### src/rtl/weighted_rr_issue_scheduler_if.sv
// weighted_rr_issue_scheduler_if
// Bundles the requester-side and cache-side signals of the weighted
// round-robin issue scheduler. The scheduler uses the slave modport.
// The surrounding environment (sources plus cache pipeline) uses master.
interface weighted_rr_issue_scheduler_if #(
  parameter int NUM_REQUESTS                 = 3,
  parameter int SINGLE_REQUEST_WIDTH_IN_BITS = 64,
  parameter int WEIGHT_WIDTH                 = 4
);
  localparam int OWNER_WIDTH = (NUM_REQUESTS > 1) ? $clog2(NUM_REQUESTS) : 1;

  logic [SINGLE_REQUEST_WIDTH_IN_BITS*NUM_REQUESTS-1:0] request_packed_in;
  logic [NUM_REQUESTS-1:0]                              request_valid_packed_in;
  logic [WEIGHT_WIDTH*NUM_REQUESTS-1:0]                 request_weight_packed_in;
  logic [NUM_REQUESTS-1:0]                              issue_ack_out;
  logic [SINGLE_REQUEST_WIDTH_IN_BITS-1:0]              request_out;
  logic                                                 request_valid_out;
  logic                                                 issue_ack_in;
  logic [OWNER_WIDTH-1:0]                               owner_out;

  modport slave (
    input  request_packed_in,
    input  request_valid_packed_in,
    input  request_weight_packed_in,
    input  issue_ack_in,
    output issue_ack_out,
    output request_out,
    output request_valid_out,
    output owner_out
  );

  modport master (
    output request_packed_in,
    output request_valid_packed_in,
    output request_weight_packed_in,
    output issue_ack_in,
    input  issue_ack_out,
    input  request_out,
    input  request_valid_out,
    input  owner_out
  );
endinterface

### src/rtl/weighted_rr_issue_scheduler.sv
// weighted_rr_issue_scheduler
// Shares one cache request slot among NUM_REQUESTS sources using weighted
// round-robin. The current owner may issue up to max(weight,1) back-to-back
// requests before ownership rotates. The output is a single registered stage
// with a valid/ack handshake. The consume pulse back to the sources
// (issue_ack_out) is combinational and fires on the capture cycle.
// Optional feature macro: STARVE_GUARD_EN. When it is defined, a requester
// that has waited STARVE_LIMIT captures is forced ahead of the normal order.
module weighted_rr_issue_scheduler #(
  parameter int NUM_REQUESTS                 = 3,
  parameter int SINGLE_REQUEST_WIDTH_IN_BITS = 64,
  parameter int WEIGHT_WIDTH                 = 4,
  parameter int STARVE_LIMIT                 = 15
) (
  input  logic                         clk_in,
  input  logic                         reset_in,
  weighted_rr_issue_scheduler_if.slave bus
);
  localparam int OWNER_W = (NUM_REQUESTS > 1) ? $clog2(NUM_REQUESTS) : 1;
  localparam int PW      = SINGLE_REQUEST_WIDTH_IN_BITS;
  localparam int WW      = WEIGHT_WIDTH;
  localparam logic [OWNER_W-1:0] LAST_IDX = OWNER_W'(NUM_REQUESTS - 1);
  localparam logic [OWNER_W:0]   NUM_W    = (OWNER_W+1)'(NUM_REQUESTS);

  // A programmed weight of 0 behaves like 1, so the reload is max(w,1)-1.
  function automatic logic [WW-1:0] reload_credit(input logic [WW-1:0] weight);
    reload_credit = (weight == {WW{1'b0}}) ? {WW{1'b0}} : (weight - WW'(1));
  endfunction

  logic [PW-1:0]           r_request_out;
  logic                    r_request_valid;
  logic [OWNER_W-1:0]      r_owner;
  logic [WW-1:0]           r_credit;

  logic                    w_slot_free;
  logic                    w_capture;
  logic                    w_starve_hit;
  logic [OWNER_W-1:0]      w_starve_idx;
  logic                    w_rot_hit;
  logic                    w_rot_take;
  logic [OWNER_W:0]        w_rot_sum;
  logic [OWNER_W-1:0]      w_rot_cand;
  logic [OWNER_W-1:0]      w_rot_idx;
  logic                    w_continue;
  logic                    w_rotate;
  logic [OWNER_W-1:0]      w_winner;
  logic [NUM_REQUESTS-1:0] w_grant_onehot;
  logic [PW-1:0]           w_payload;
  logic [WW-1:0]           w_win_weight;

  // Reset gates captures so no consume pulse leaks out while reset_in is high.
  assign w_slot_free = ~r_request_valid | bus.issue_ack_in;
  assign w_capture   = w_slot_free & (|bus.request_valid_packed_in) & ~reset_in;

  // Circular search from owner+1, wrapping through the owner itself.
  always_comb begin
    w_rot_hit  = 1'b0;
    w_rot_take = 1'b0;
    w_rot_sum  = '0;
    w_rot_cand = '0;
    w_rot_idx  = r_owner;
    for (int k = 1; k <= NUM_REQUESTS; k++) begin
      w_rot_sum  = {1'b0, r_owner} + (OWNER_W+1)'(k);
      w_rot_sum  = (w_rot_sum >= NUM_W) ? (w_rot_sum - NUM_W) : w_rot_sum;
      w_rot_cand = w_rot_sum[OWNER_W-1:0];
      w_rot_take = ~w_rot_hit & bus.request_valid_packed_in[w_rot_cand];
      w_rot_idx  = w_rot_take ? w_rot_cand : w_rot_idx;
      w_rot_hit  = w_rot_hit | w_rot_take;
    end
  end

`ifdef STARVE_GUARD_EN
  localparam logic [7:0] STARVE_MAX = 8'(STARVE_LIMIT);

  logic [7:0] r_starve_cnt [NUM_REQUESTS];

  // Lowest-index valid requester whose wait count reached the limit.
  always_comb begin
    w_starve_hit = 1'b0;
    w_starve_idx = '0;
    for (int i = NUM_REQUESTS - 1; i >= 0; i--) begin
      if (bus.request_valid_packed_in[i] && (r_starve_cnt[i] == STARVE_MAX)) begin
        w_starve_hit = 1'b1;
        w_starve_idx = OWNER_W'(i);
      end else begin
        w_starve_hit = w_starve_hit;
      end
    end
  end

  // Wait counters advance only on captures: cleared on grant or idle, else saturate.
  always_ff @(posedge clk_in) begin
    if (reset_in) begin
      for (int i = 0; i < NUM_REQUESTS; i++) begin
        r_starve_cnt[i] <= 8'd0;
      end
    end else if (w_capture) begin
      for (int i = 0; i < NUM_REQUESTS; i++) begin
        if (w_grant_onehot[i] || !bus.request_valid_packed_in[i]) begin
          r_starve_cnt[i] <= 8'd0;
        end else if (r_starve_cnt[i] != STARVE_MAX) begin
          r_starve_cnt[i] <= r_starve_cnt[i] + 8'd1;
        end else begin
          r_starve_cnt[i] <= r_starve_cnt[i];
        end
      end
    end else begin
      for (int i = 0; i < NUM_REQUESTS; i++) begin
        r_starve_cnt[i] <= r_starve_cnt[i];
      end
    end
  end
`else
  logic w_unused_starve_limit;

  // Without the guard the order is pure weighted round-robin.
  assign w_starve_hit          = 1'b0;
  assign w_starve_idx          = '0;
  assign w_unused_starve_limit = ^(8'(STARVE_LIMIT));
`endif

  // Winner selection: starved first, then owner continuation, then rotation.
  always_comb begin
    w_continue = bus.request_valid_packed_in[r_owner] && (r_credit != {WW{1'b0}});
    w_rotate   = 1'b1;
    w_winner   = w_rot_idx;
    if (w_starve_hit) begin
      w_winner = w_starve_idx;
      w_rotate = 1'b1;
    end else if (w_continue) begin
      w_winner = r_owner;
      w_rotate = 1'b0;
    end else begin
      w_winner = w_rot_idx;
      w_rotate = 1'b1;
    end
  end

  // One-hot of the winner, AND-OR mux of its payload and weight.
  always_comb begin
    w_grant_onehot = '0;
    w_payload      = '0;
    w_win_weight   = '0;
    for (int i = 0; i < NUM_REQUESTS; i++) begin
      w_grant_onehot[i] = (w_winner == OWNER_W'(i));
      w_payload    = w_payload |
                     (bus.request_packed_in[i*PW +: PW] & {PW{w_grant_onehot[i]}});
      w_win_weight = w_win_weight |
                     (bus.request_weight_packed_in[i*WW +: WW] & {WW{w_grant_onehot[i]}});
    end
  end

  // Output stage, owner and credit: capture, drain when free, hold when stalled.
  always_ff @(posedge clk_in) begin
    if (reset_in) begin
      r_request_out   <= {PW{1'b0}};
      r_request_valid <= 1'b0;
      r_owner         <= LAST_IDX;
      r_credit        <= {WW{1'b0}};
    end else if (w_capture) begin
      r_request_out   <= w_payload;
      r_request_valid <= 1'b1;
      if (w_rotate) begin
        r_owner  <= w_winner;
        r_credit <= reload_credit(w_win_weight);
      end else begin
        r_owner  <= r_owner;
        r_credit <= r_credit - WW'(1);
      end
    end else if (w_slot_free) begin
      r_request_out   <= r_request_out;
      r_request_valid <= 1'b0;
      r_owner         <= r_owner;
      r_credit        <= r_credit;
    end else begin
      r_request_out   <= r_request_out;
      r_request_valid <= r_request_valid;
      r_owner         <= r_owner;
      r_credit        <= r_credit;
    end
  end

  assign bus.issue_ack_out     = w_capture ? w_grant_onehot : {NUM_REQUESTS{1'b0}};
  assign bus.request_out       = r_request_out;
  assign bus.request_valid_out = r_request_valid;
  assign bus.owner_out         = r_owner;
endmodule

### src/flat_wrapper.sv
// flat-port wrapper written by rule: the top's interface ports become plain ports
module weighted_rr_issue_scheduler_flat 
#(
  parameter int NUM_REQUESTS                 = 3,
  parameter int SINGLE_REQUEST_WIDTH_IN_BITS = 64,
  parameter int WEIGHT_WIDTH                 = 4,
  parameter int STARVE_LIMIT                 = 15
)
  (clk_in, reset_in, bus_request_packed_in, bus_request_valid_packed_in, bus_request_weight_packed_in, bus_issue_ack_in, bus_issue_ack_out, bus_request_out, bus_request_valid_out, bus_owner_out);
  weighted_rr_issue_scheduler_if #(.NUM_REQUESTS(NUM_REQUESTS), .SINGLE_REQUEST_WIDTH_IN_BITS(SINGLE_REQUEST_WIDTH_IN_BITS), .WEIGHT_WIDTH(WEIGHT_WIDTH)) bus_i ();
  input  logic clk_in;
  input  logic reset_in;
  input wire logic [$bits(bus_i.request_packed_in)-1:0] bus_request_packed_in;
  input wire logic [$bits(bus_i.request_valid_packed_in)-1:0] bus_request_valid_packed_in;
  input wire logic [$bits(bus_i.request_weight_packed_in)-1:0] bus_request_weight_packed_in;
  input wire logic [$bits(bus_i.issue_ack_in)-1:0] bus_issue_ack_in;
  output wire logic [$bits(bus_i.issue_ack_out)-1:0] bus_issue_ack_out;
  output wire logic [$bits(bus_i.request_out)-1:0] bus_request_out;
  output wire logic [$bits(bus_i.request_valid_out)-1:0] bus_request_valid_out;
  output wire logic [$bits(bus_i.owner_out)-1:0] bus_owner_out;
  assign bus_i.request_packed_in = bus_request_packed_in;
  assign bus_i.request_valid_packed_in = bus_request_valid_packed_in;
  assign bus_i.request_weight_packed_in = bus_request_weight_packed_in;
  assign bus_i.issue_ack_in = bus_issue_ack_in;
  assign bus_issue_ack_out = bus_i.issue_ack_out;
  assign bus_request_out = bus_i.request_out;
  assign bus_request_valid_out = bus_i.request_valid_out;
  assign bus_owner_out = bus_i.owner_out;
  weighted_rr_issue_scheduler #(.NUM_REQUESTS(NUM_REQUESTS), .SINGLE_REQUEST_WIDTH_IN_BITS(SINGLE_REQUEST_WIDTH_IN_BITS), .WEIGHT_WIDTH(WEIGHT_WIDTH), .STARVE_LIMIT(STARVE_LIMIT)) u_core (.clk_in(clk_in), .reset_in(reset_in), .bus(bus_i));
endmodule
### config.mk
export PLATFORM = sky130hd
export DESIGN_NAME = weighted_rr_issue_scheduler_flat
export DESIGN_NICKNAME = d
export VERILOG_FILES = /design/src/rtl/weighted_rr_issue_scheduler_if.sv /design/src/rtl/weighted_rr_issue_scheduler.sv /design/src/flat_wrapper.sv
export SDC_FILE = /design/constraint.sdc
export NUM_CORES = 1
export LEC_CHECK = 0
export BUFFER_PORTS_ARGS = -buffer_cell sky130_fd_sc_hd__buf_2
export CAP_MARGIN = 20
export CORE_AREA = 2 2 109 111
export CTS_BUF_LIST = sky130_fd_sc_hd__clkbuf_4 sky130_fd_sc_hd__clkbuf_8
export CTS_CLUSTER_DIAMETER = 200
export DETAILED_ROUTE_END_ITERATION = 12
export DIE_AREA = 0 0 111 113
export PLACE_DENSITY_LB_ADDON = 0.3
export RECOVER_POWER = 25
export REMOVE_ABC_BUFFERS = 1
export SLEW_MARGIN = 20
export SYNTH_ARGS = -nofsm -noshare
export SYNTH_HDL_FRONTEND = slang
export SYNTH_SLANG_ARGS = --single-unit
### constraint.sdc
create_clock -name clk_in -period 7.5 [get_ports clk_in]
set_clock_uncertainty 0.05 [all_clocks]
set_input_delay 1.125 -clock clk_in [delete_from_list [all_inputs] [get_ports clk_in]]
set_output_delay 1.125 -clock clk_in [all_outputs]
set_load 0.005 [all_outputs]
After elaboration in Yosys (flattened, before gate mapping)
Cells that the tools add are included.
{ "word_totals": {"reg_bits": 71, "inputBits": 210, "output_inout_bits": 70} }
{ "classes": {"addsub": 8, "n_lt_le_gt_ge": 7, "n_eq_ne": 2, "n_mux": 20, "bitwise": 21, "n_reduce_logical": 7} }
{ "ops": {"columns": ["cell", "n"], "rows": [
  ["$and 64x64->64", 3],
  ["$or 64x64->64", 2],
  ["$mux 2", 7],
  ["$and 4x4->4", 3],
  ["$lt 2x3->1 const B", 4],
  ["$ge 3x2->1 const B", 3],
  ["$bmux 1 s2", 4],
  ["$mux 4", 2],
  ["$or 4x4->4", 2],
  ["$sub 4x1->4 const B", 2],
  ["$add 2x2->3 const B", 2],
  ["$mux 1", 6],
  ["$sub 2x2->2 const B", 3],
  ["$not 1->1", 5],
  ["$and 1x1->1", 4],
  ["$logic_not 4->1", 1],
  ["$reduce_bool 4->1", 1],
  ["$add 2x1->3 const B", 1],
  ["$mux 3", 1],
  ["$reduce_or 3->1", 1],
  ["$eq 2x1->1 const B", 1],
  ["$eq 2x2->1 const B", 1],
  ["$logic_not 2->1", 1],
  ["$or 1x1->1", 2],
  ["3 further kinds", 3]
]} }

Logic depth before layout (Yosys ltp)
{ "depth": {"ltp_word": 19, "ltp_mapped": 13, "ltp_nobuf": 10} }

Least setup slack after synthesis
No wires, ideal clock.
{ "synth_path": {"path_type": "input port to output port", "from": "in bus_request_valid_packed_in[1]", "to": "out bus_issue_ack_out[1]", "arrival_ns": 2.990, "required_time_ns": 6.325, "slack_ns": 3.335, "cell_stages": 8, "path_buffers": 3, "path_cell_list": "clkbuf_1 a22o_1 a222oi_1 o21ai_0 and2_1 clkbuf_1 nor3_1 clkbuf_1"} }
{ "synth_via": {"elab_chain_cells": 11} }
{ "synth_rtl": {"columns": ["element", "line_no", "source"], "rows": [
  ["from (decl)", "flat_wrapper.sv:14", "input wire logic [$bits(bus_i.request_valid_packed_in)-1:0] bus_request_valid_packed_in;"],
  ["$bmux 1 s2", "weighted_rr_issue_scheduler.sv:66", "w_rot_take = ~w_rot_hit & bus.request_valid_packed_in[w_rot_cand];"],
  ["$mux 1 (not written as such)", "weighted_rr_issue_scheduler.sv:66", null],
  ["$not 1->1", "weighted_rr_issue_scheduler.sv:66", null],
  ["$and 1x1->1", "weighted_rr_issue_scheduler.sv:66", null],
  ["$or 1x1->1", "weighted_rr_issue_scheduler.sv:68", "w_rot_hit = w_rot_hit | w_rot_take;"],
  ["$not 1->1", "weighted_rr_issue_scheduler.sv:66", null],
  ["$and 1x1->1", "weighted_rr_issue_scheduler.sv:66", null],
  ["$mux 2", "weighted_rr_issue_scheduler.sv:67", "w_rot_idx = w_rot_take ? w_rot_cand : w_rot_idx;"],
  ["$mux 2", "weighted_rr_issue_scheduler.sv:130", "end else if (w_continue) begin"],
  ["$eq 2x1->1", "weighted_rr_issue_scheduler.sv:145", "w_grant_onehot[i] = (w_winner == OWNER_W'(i));"],
  ["$mux 3 *", "weighted_rr_issue_scheduler.sv:183", "assign bus.issue_ack_out = w_capture ? w_grant_onehot : {NUM_REQUESTS{1'b0}};"],
  ["to (decl)", "flat_wrapper.sv:17", "output wire logic [$bits(bus_i.issue_ack_out)-1:0] bus_issue_ack_out;"]
]} }
Every way passes the cells marked *; elsewhere a longest branch is shown, timed or not. The select of a mux whose other input is x is not followed.

Worst setup path after layout
{ "layout_path": {"from": "reg u_core.r_owner[0] (netlist: u_core.bus.owner_out[0])", "to": "out bus_issue_ack_out[2]"} }
{ "layout_via": {"elab_chain_cells": 14} }
{ "layout_rtl": {"columns": ["element", "line_no", "source"], "rows": [
  ["from (decl)", "weighted_rr_issue_scheduler.sv:32", "logic [OWNER_W-1:0] r_owner;"],
  ["from (signal assigned)", "weighted_rr_issue_scheduler.sv:164", "r_owner <= w_winner;"],
  ["from (signal assigned)", "weighted_rr_issue_scheduler.sv:167", "r_owner <= r_owner;"],
  ["from (signal assigned)", "weighted_rr_issue_scheduler.sv:173", "r_owner <= r_owner;"],
  ["$add 2x1->3", "weighted_rr_issue_scheduler.sv:63", "w_rot_sum = {1'b0, r_owner} + (OWNER_W+1)'(k);"],
  ["$ge 3x2->1 / $sub 2x2->2 (equally long branches)", "weighted_rr_issue_scheduler.sv:64", "w_rot_sum = (w_rot_sum >= NUM_W) ? (w_rot_sum - NUM_W) : w_rot_sum;"],
  ["$mux 2", "weighted_rr_issue_scheduler.sv:64", null],
  ["$bmux 1 s2", "weighted_rr_issue_scheduler.sv:66", null],
  ["$mux 1 (not written as such)", "weighted_rr_issue_scheduler.sv:66", null],
  ["$not 1->1", "weighted_rr_issue_scheduler.sv:66", null],
  ["$and 1x1->1", "weighted_rr_issue_scheduler.sv:66", null],
  ["$or 1x1->1", "weighted_rr_issue_scheduler.sv:68", null],
  ["$not 1->1", "weighted_rr_issue_scheduler.sv:66", null],
  ["$and 1x1->1", "weighted_rr_issue_scheduler.sv:66", null],
  ["$mux 2", "weighted_rr_issue_scheduler.sv:67", null],
  ["$mux 2 *", "weighted_rr_issue_scheduler.sv:130", null],
  ["$eq 2x2->1 *", "weighted_rr_issue_scheduler.sv:145", null],
  ["$mux 3 *", "weighted_rr_issue_scheduler.sv:183", null]
]} }
Marks and branches as above.

==> results.md <==
* Area of placed instances at 5400 sq um
* Final min period at about 5.1 ns
* Part of the cycle the worst path needs at between 60% and 70%
* Die width at between 100 and 150 um
* PwrDens at ~310 nW/um^2
* Post-CTS Hold Buffers at 0
* First-pass iteration count of the detailed router at 9
* Layout cells sized above 1 at between 50 and 60%
* Seq/Total Area, Yosys at approximately 36%
* Top Ports at 280
* RD Place Congestion at 0.892
* Clock latency on the worst-skew pair at 0.36 ns
* Post-DRT Antenna Nets at 0
* Lkg Pwr at ~2.6 nW
* CP max FO at 44
* Vias in the first global route at around 4,600
* Most frequent cells in the layout: buf_2 (260), nor2_1 (77), dfxtp_1 (71), a222oi_1 (65), mux2_2 (57)
* PostCTS Resize Cnt at 0
* Fillcell total at ~1,100
* Slew headroom at 49.9%
* Family with the most delay on the worst path: compound AO/OA/AOI/OAI gates
* Worst path cell trace: inv_1 -> ha_1 -> mux2_1 -> a222oi_1 -> a21oi_1 -> o31ai_4 -> buf_4 -> and3_1 -> buf_2
* CP Buf/Inv Count at 3
* Drt via density at 5.53
* TritonCTS clock tree: yes
* CP Data Required Time at roughly 6.3 ns
* Mapped Area at a little under 4000 sq um
* RSZ-0062 raised after global routing: no
* Synth Warn # at 0
* Routed len/inst at ~18 um
* Footprint of the multi-input gates at about 2300 sq um
* Max H-tree Level at 3
* PortBufs at 279
* Clk slew on worst S/H paths at ~0.08 ns
* Setup Crit Path Kind: register to primary output
* EDFF count, synth at 0
* # setup viols final at 0
* Global route overflow at 0
* Hold Path Class: register to register
* Slowest CP cell: dfxtp_1
* Initial antenna violation count at 4
* Largest net degree at the start of global routing at 72
* Starting Density at between 30% and 40%
* Synth unique cells at 47
* DRC at 0
* Die area at about 13,000 sq um
* Global Route Usage Sum at about 22%
* Max-cap violations at 0
* Post-Syn Instances at between 400 and 500
* Slew @ Worst Pin at around 0.75 ns
* Post-DP HPWL at 10.9 mm
* Nets at between 800 and 900
* Num rows at 39
* First-pass GRT wire length at ~23 mm
* Ys async rst share at 0%
* CTS Sinks at 71
* Area grow syn2layout at 41.6%
* Setup repair bufs after CTS at 0
* Fin. Hold Viols at 0
* Cts bufs inserted at 9
* Post-route setup TNS at 0 ns
* Root Buffer: clkbuf_8
* FF+latch count, synth at 71
* Sequential cell area at roughly 1400 sq um
* F_max at just under 0.2 GHz
* Post-layout instance area at about 5600 sq um
* VDD IR max at ~0.17 mV
* CP arrival at approximately 3.9 ns
* Dominant synthesized flop cell: dfxtp_1
* Most common cell after layout, fill and taps aside: buf_2
* Syn Area/Cell at ~9.5 sq um
* Maximum clock path buffer count at 2
* CP max stage delay at about 0.64 ns
* Core Box Area at 11,300 sq um
* Count of pins over their slew limit at 0
* 1st-iter DRT viols at 445
* Total wire length at between 10 and 15 mm
* Critical Path Source Type: register
* Die H at 113 um
* Vias at about 4,600
* Outcome: finished, final reports clean
* Setup crit end kind: primary output
[Yosys cell counts, types with 2 or more instances]
master | count | area, sq um
nor2b_1 | 7 | 43.8
nand2b_1 | 4 | 25.0
buf_6 | 2 | 22.5
a211oi_1 | 2 | 15.0
nor3_1 | 8 | 40.0
clkbuf_1 | 26 | 97.6
nand3_1 | 5 | 25.0
a31oi_1 | 4 | 25.0
nor2_1 | 78 | 293
a22oi_1 | 2 | 15.0
dfxtp_1 | 71 | 1420
nand2_1 | 5 | 18.8
nor3b_1 | 3 | 22.5
ha_1 | 4 | 50.1
buf_2 | 13 | 65.1
or3_1 | 2 | 12.5
mux2_2 | 57 | 642
o22ai_1 | 2 | 12.5
inv_1 | 8 | 30.0
a21oi_1 | 7 | 35.0
o21ai_0 | 4 | 20.0
mux2i_1 | 4 | 40.0
a222oi_1 | 65 | 651
mux2_1 | 11 | 124
[cells by family after synthesis]
| kind of cell | synth area share, % |
|---|---|
| AO/OA/AOI/OAI | 23.5 |
| XOR/XNOR | 0.443 |
| adder cells (fa/ha/maj) | 1.27 |
| buffers and inverters | 5.44 |
| flip-flops | 35.9 |
| multiplexers | 20.4 |
| AND/OR/NAND/NOR | 13.0 |
[layout make-up]
class	count	share of cell area, %
tap	143	3.20
multi-input combinational	297	41.6
inverter	8	0.536
antenna	3	0.134
timing repair buffer	285	25.3
clock inverter	4	0.939
clock buffer	12	2.84
sequential	71	25.4
[power by group]
group	total, mW	internal, mW	switching, mW
combinational	0.907	0.457	0.450
clock	0.331	0.177	0.154
sequential	0.514	0.462	0.0518
[path summary, 6_finish.rpt]
check,cells after the start,to,startpoint,slack [ns]
worst max register to register,12,u_core.r_credit[3]$_SDFFE_PP0P_,u_core.bus.owner_out[0]$_SDFFE_PP0P_,2.70
worst min register to register,2,u_core.bus.request_out[16]$_SDFFE_PP0P_,u_core.bus.request_out[16]$_SDFFE_PP0P_,0.47
worst min-delay path,2,u_core.bus.request_out[16]$_SDFFE_PP0P_,u_core.bus.request_out[16]$_SDFFE_PP0P_,0.47
worst max-delay path,9,bus_issue_ack_out[2],u_core.bus.owner_out[0]$_SDFFE_PP0P_,2.42
[stage by stage]
| stage | setup WS, ns | util, % | std cells | hold slack [ns] | power [mW] |
|---|---|---|---|---|---|
| floorplan | 0.176 | - | 376 | 0.432 | 1.16 |
| global placement | 2.87 | 47.9 | 804 | 0.443 | 1.41 |
| detailed placement | 2.70 | 47.9 | 804 | 0.450 | 1.43 |
| CTS | 2.41 | 49.8 | 820 | 0.471 | 1.77 |
| global route | 2.10 | 49.7 | 823 | 0.487 | 1.87 |
| finish | 2.42 | 49.7 | 823 | 0.473 | 1.75 |
[tightest hold or removal path, stage by stage, from the launching register on]
cell	delay (ns)
dfxtp_1	0.33
a222oi_1	0.09
nor2_1	0.07
[routing by layer]
layer	global-route usage, %	wire length [um]
met5	0	13
met4	10.8	400
met3	8.57	1480
met2	38.2	7130
met1	24.8	5560
[state kept, by name (all words and copies together), names as in the netlist]
name / count
u_core.bus.request_valid_out: 1
u_core.bus.owner_out: 2
u_core.bus.request_out: 64
u_core.r_credit: 4
(Power assumes the default switching activity.)
